File: config.mk
export PLATFORM = sky130hd
export DESIGN_NAME = imm_decode_stage
export DESIGN_NICKNAME = d
export VERILOG_FILES = /design/src/rtl/imm_decode_stage.sv
export SDC_FILE = /design/constraint.sdc
export NUM_CORES = 1
export LEC_CHECK = 0
export CORE_ASPECT_RATIO = 1.25
export CORE_MARGIN = 2
export CORE_UTILIZATION = 60
export DETAILED_ROUTE_END_ITERATION = 8
export DONT_BUFFER_PORTS = 1
export PLACE_DENSITY = 0.76
export SLEW_MARGIN = 20
export SYNTH_ARGS = -nofsm -noshare
export SYNTH_HDL_FRONTEND = slang
export SYNTH_SLANG_ARGS = --single-unit
File: constraint.sdc
create_clock -name clk -period 2.7 [get_ports clk]
set_input_delay 0.54 -clock clk [delete_from_list [all_inputs] [get_ports clk]]
set_output_delay 0.54 -clock clk [all_outputs]
set_load 0.01 [all_outputs]
File: src/rtl/imm_decode_stage.sv
// Immediate-decode pipeline stage: classifies RV instruction formats, builds the sign-extended
// immediate and pc-relative target, and buffers results behind a registered-ready skid buffer.
module imm_decode_stage #(
  parameter int unsigned XLEN  = 32,
  parameter int unsigned CNT_W = 16
) (
  input  logic             clk,
  input  logic             rst_n,
  input  logic             flush,
  input  logic             in_vld,
  output logic             in_rdy,
  input  logic [31:0]      in_inst,
  input  logic [XLEN-1:0]  in_pc,
  output logic             out_vld,
  input  logic             out_rdy,
  output logic [XLEN-1:0]  out_imm,
  output logic [2:0]       out_fmt,
  output logic [XLEN-1:0]  out_pc,
  output logic [XLEN-1:0]  out_tgt,
  output logic             out_illegal,
  output logic [CNT_W-1:0] illegal_cnt
);

  typedef enum logic [2:0] {
    FmtR = 3'd0,
    FmtI = 3'd1,
    FmtS = 3'd2,
    FmtB = 3'd3,
    FmtU = 3'd4,
    FmtJ = 3'd5
  } fmt_e;

  typedef struct packed {
    logic [XLEN-1:0] imm;
    logic [2:0]      fmt;
    logic [XLEN-1:0] pc;
    logic [XLEN-1:0] tgt;
    logic            illegal;
  } entry_t;

  fmt_e            dec_fmt;
  logic [XLEN-1:0] dec_imm;
  logic            dec_illegal;
  entry_t          dec;

  entry_t          main_q, skid_q;
  logic            main_vld_q, skid_vld_q;
  logic [CNT_W-1:0] cnt_q;

  logic in_fire, out_fire;

  // Start every format from all-sign bits, then overwrite the encoded low field.
  always_comb begin
    dec_fmt     = FmtR;
    dec_imm     = '0;
    dec_illegal = 1'b0;
    unique case (in_inst[6:0])
      7'b0000011, 7'b0010011, 7'b1100111, 7'b1110011, 7'b0001111: begin
        dec_fmt       = FmtI;
        dec_imm       = {XLEN{in_inst[31]}};
        dec_imm[11:0] = in_inst[31:20];
      end
      7'b0100011: begin
        dec_fmt       = FmtS;
        dec_imm       = {XLEN{in_inst[31]}};
        dec_imm[11:0] = {in_inst[31:25], in_inst[11:7]};
      end
      7'b1100011: begin
        dec_fmt       = FmtB;
        dec_imm       = {XLEN{in_inst[31]}};
        dec_imm[12:0] = {in_inst[31], in_inst[7], in_inst[30:25], in_inst[11:8], 1'b0};
      end
      7'b0110111, 7'b0010111: begin
        dec_fmt       = FmtU;
        dec_imm       = {XLEN{in_inst[31]}};
        dec_imm[31:0] = {in_inst[31:12], 12'b0};
      end
      7'b1101111: begin
        dec_fmt       = FmtJ;
        dec_imm       = {XLEN{in_inst[31]}};
        dec_imm[20:0] = {in_inst[31], in_inst[19:12], in_inst[20], in_inst[30:21], 1'b0};
      end
      7'b0110011: begin
        dec_fmt = FmtR;
      end
      default: begin
        dec_illegal = 1'b1;
      end
    endcase
  end

  always_comb begin
    dec.imm     = dec_imm;
    dec.fmt     = dec_fmt;
    dec.pc      = in_pc;
    dec.tgt     = in_pc + dec_imm;
    dec.illegal = dec_illegal;
  end

  assign in_rdy   = !skid_vld_q;
  assign in_fire  = in_vld & in_rdy;
  assign out_fire = main_vld_q & out_rdy;

  always_ff @(posedge clk or negedge rst_n) begin
    if (!rst_n) begin
      main_q     <= '0;
      skid_q     <= '0;
      main_vld_q <= 1'b0;
      skid_vld_q <= 1'b0;
    end else if (flush) begin
      main_vld_q <= 1'b0;
      skid_vld_q <= 1'b0;
    end else if (out_fire && skid_vld_q) begin
      // in_rdy is low here, so nothing can be arriving this cycle.
      main_q     <= skid_q;
      skid_vld_q <= 1'b0;
    end else if (in_fire && (!main_vld_q || out_fire)) begin
      main_q     <= dec;
      main_vld_q <= 1'b1;
    end else if (in_fire) begin
      skid_q     <= dec;
      skid_vld_q <= 1'b1;
    end else if (out_fire) begin
      main_vld_q <= 1'b0;
    end
  end

  // Dropped flush-cycle inputs never reach the counter; already-accepted ones stay counted.
  always_ff @(posedge clk or negedge rst_n) begin
    if (!rst_n) begin
      cnt_q <= '0;
    end else if (in_fire && !flush && dec_illegal && (cnt_q != {CNT_W{1'b1}})) begin
      cnt_q <= cnt_q + CNT_W'(1);
    end
  end

  assign out_vld     = main_vld_q;
  assign out_imm     = main_q.imm;
  assign out_fmt     = main_q.fmt;
  assign out_pc      = main_q.pc;
  assign out_tgt     = main_q.tgt;
  assign out_illegal = main_q.illegal;
  assign illegal_cnt = cnt_q;

endmodule

==> run_results.csv <==
group,metric,value,unit
worst_setup_path,arrival,3.30,ns
layout,diodes,0,
logic_synthesis,ys.flop_type,"dfrtp_1",
worst_setup_path,critPathKind,"in -> reg",
route,drc,0,
clock_network,cts_root_buf,"clkbuf_16",
sta,tightest_slew,0.738,ns
layout,num-nets-final,1588,
worst_setup_path,endpoint_kind,"flip-flop",
route,ant_nets,0,
sta,rsz0062_at_grt,"yes",
route,drt_iter0_markers,580,
logic_synthesis,synth_seq_cells,218,
worst_setup_path,critPathSlowestCell,"fa_2",
layout,final_cell_mix,"nand2_1 (329), dfrtp_1 (218), buf_4 (176)",
floorplan,ioPinCount,187,
worst_setup_path,reg2regPathDepth,6,
sta,final-setup-viol-count,38,
sta,finClkSkew,0.0232,ns
logic_synthesis,synthArstFlopShare,1.00,
global_route,grt_pass1_wl,54.4,mm
status,violations,"hold timing, setup timing",
route,via_per_inst,6.08,
logic_synthesis,synth_nets,1452,
logic_synthesis,ys_warn_count,0,
sta,timing.slew.headroom,0.508,
power,total_power,9.04,mW
power,leakagePower,7.18,nW
placement,placed_cells,1675,
route,wl_per_cell,20.2,um
floorplan,die_width,128,um
status,status,"finished, violations left",
route,first_pass_iters,5,
sta,holdWs,-0.287,ns
clock_network,clkLatencyLatePin,0.53,ns
hold_path,hp-class,"in -> async",
sta,fin_crit,2.89,ns
floorplan,rows,56,
worst_setup_path,cp_cell_sequence,"nor2_4 > nand4b_1 > nor2_2 > a32oi_2 > inv_1 > ha_2 > inv_2 > fa_2 > nand2b_4 > a21oi_4 > o31ai_4 > o311ai_4 > a21oi_4 > o2111a_1 > a221o_1",
worst_setup_path,timing.rr.start,"out_vld",
logic_synthesis,synth-edff-count,0,
logic_synthesis,syn_area,11600,um^2
worst_setup_path,reg2reg_slack,0.51,ns
worst_setup_path,cp-start-kind,"input port",
worst_setup_path,cp_max_fo,7,
worst_setup_path,cp_common_cell,"a21oi_4",
run,drv_cap,0,
global_route,grtUsageTotal,0.335,
sta,setup_tns,-3.07,ns
sta,clock.fmax,346,MHz
floorplan,start_util,0.613,
floorplan,core-area,18800,um^2
clock_network,clock_path_buffers,3,
route,vias,10536,
placement,place.port_buffers,0,
sta,finalWorstSetupSlack,-0.191,ns
worst_setup_path,r2r_end,"out_pc[21]",
sta,min_period_over_period,1.07,
route,wl,35.0,mm
logic_synthesis,synthCells,1350,
logic_synthesis,synth.avg_cell_area,8.56,um^2
clock_network,cts_buffers,23,
layout,area_growth,28.0,%
floorplan,dieArea,20400,um^2
sta,hold_viol_final,218,
clock_network,ctsHtreeMaxLevel,1,
global_route,grt-ovfl-total,0,
clock_network,cts_tree,"yes",
clock_network,cts_sinks,218,
layout,layout-drive-gt1-share,0.260,
global_route,antenna_found_initial,0,
global_route,grt_pass1_vias,10408,
logic_synthesis,synth_cell_types,76,
layout,final_common_cell,"nand2_1",
logic_synthesis,ys_seq_area_frac,0.472,
worst_setup_path,crit_required,3.11,ns
layout,final_cell_count_no_fill,1732,
sta,drv_slew,0,
power,p_per_area,611,nW/um^2
clock_network,clk_pin_slew_worst_paths,0.08,ns
floorplan,die-height,159,um
placement,dp.final_hpwl,23.9,mm
global_route,grt_max_degree,219,
placement,place.gp.congestion,0.927,
power,peakVddDrop,598,uV
worst_setup_path,cp_slowest_stage_delay,0.38,ns
[registers in the layout, summed over array words and instances, names as in the netlist]
signal	flops
illegal_cnt	16
out_fmt	3
out_illegal	1
out_imm	32
out_pc	32
out_tgt	32
out_vld	1
skid_q	100
skid_vld_q	1
[logic make-up (layout without fill, tap and decap cells)]
kind of cell | Yosys count | count (layout) | share of synthesized area
AO/OA/AOI/OAI | 358 | 358 | 0.196
XOR/XNOR | 43 | 43 | 0.0326
adder cells (fa/ha/maj) | 33 | 33 | 0.0364
buffers and inverters | 118 | 267 | 0.0410
flip-flops | 218 | 218 | 0.472
multiplexers | 11 | 11 | 0.0106
AND/OR/NAND/NOR | 569 | 570 | 0.211
[layout make-up]
cell class	count	area, um^2
multi-input combinational	1015	6560
sequential	218	5460
fill	1266	4060
timing repair buffer	191	1560
clock buffer	31	636
tap	232	290
clock inverter	8	153
inverter	37	139
[power by group]
part	total (mW)	switching, mW	leakage (nW)	internal, mW
Combinational	1.33	0.703	4.05	0.625
Clock	3.35	1.32	0.377	2.03
Sequential	4.36	0.544	2.76	3.81
Total	9.04	2.56	7.18	6.47
[synthesized netlist by cell type, types with 19 or more instances]
cell type    n  share of area
dfrtp_1    218           0.47
xor2_1      20          0.015
nand3_1     28          0.012
clkbuf_1    66          0.021
inv_1       37          0.012
xnor2_1     23          0.017
a21oi_1    105          0.045
nor2_1     109          0.035
ha_1        32          0.035
nand2_1    332           0.11
and3_1      29          0.016
o21ai_0     88          0.038
a31oi_1     50          0.027
a21o_1      26          0.017
a211oi_1    19          0.012
[critical path, delay by kind of cell]
| kind | cells | cell delay, ns |
|---|---|---|
| AOI/OAI and AO/OA | 7 | 1.39 |
| adders and majority gates | 2 | 0.57 |
| buffers and inverters | 2 | 0.13 |
| and+or+nand+nor | 4 | 0.67 |
[stage by stage]
stage	area, um^2	hold slack (ns)	setup WS, ns	util
after floorplan	12000	0.244	-0.614	-
after global placement	13300	0.251	-0.814	0.707
after detailed placement	13300	0.250	-0.801	0.707
after CTS	14500	-0.303	-0.125	0.767
after global routing	14800	-0.303	-0.316	0.785
final	14800	-0.287	-0.191	0.785
[metal layers]
metal  up-vias  track usage  share of wire
li1       4917            -              -
met1      5077        0.395           0.38
met2       412        0.575           0.50
met3       130       0.0625          0.064
met4         0        0.178          0.058
met5         -            0              0
[repair_timing]
action | in CTS | in global routing
pin swaps | 17 | 33
endpoints found under the hold margin | 218 | 218
gates cloned | 1 | 0
gates resized for setup | 51 | 56
endpoints found under the setup margin | 36 | 46
buffers inserted | 10 | 8
[how the worst max path moves through the flow]
stage,cells past startpoint,slack [ns],start,endpoint
after floorplan,16,-0.61,in_inst[4],skid_q[29]
after global placement,15,-0.81,in_inst[4],out_tgt[30]
after detailed placement,14,-0.80,in_inst[4],out_tgt[25]
after CTS,15,-0.12,in_inst[4],out_tgt[24]
after global routing,15,-0.32,in_inst[2],skid_q[29]
final,15,-0.19,in_inst[2],skid_q[29]
Note: power is estimated with default switching activity, not from simulation.
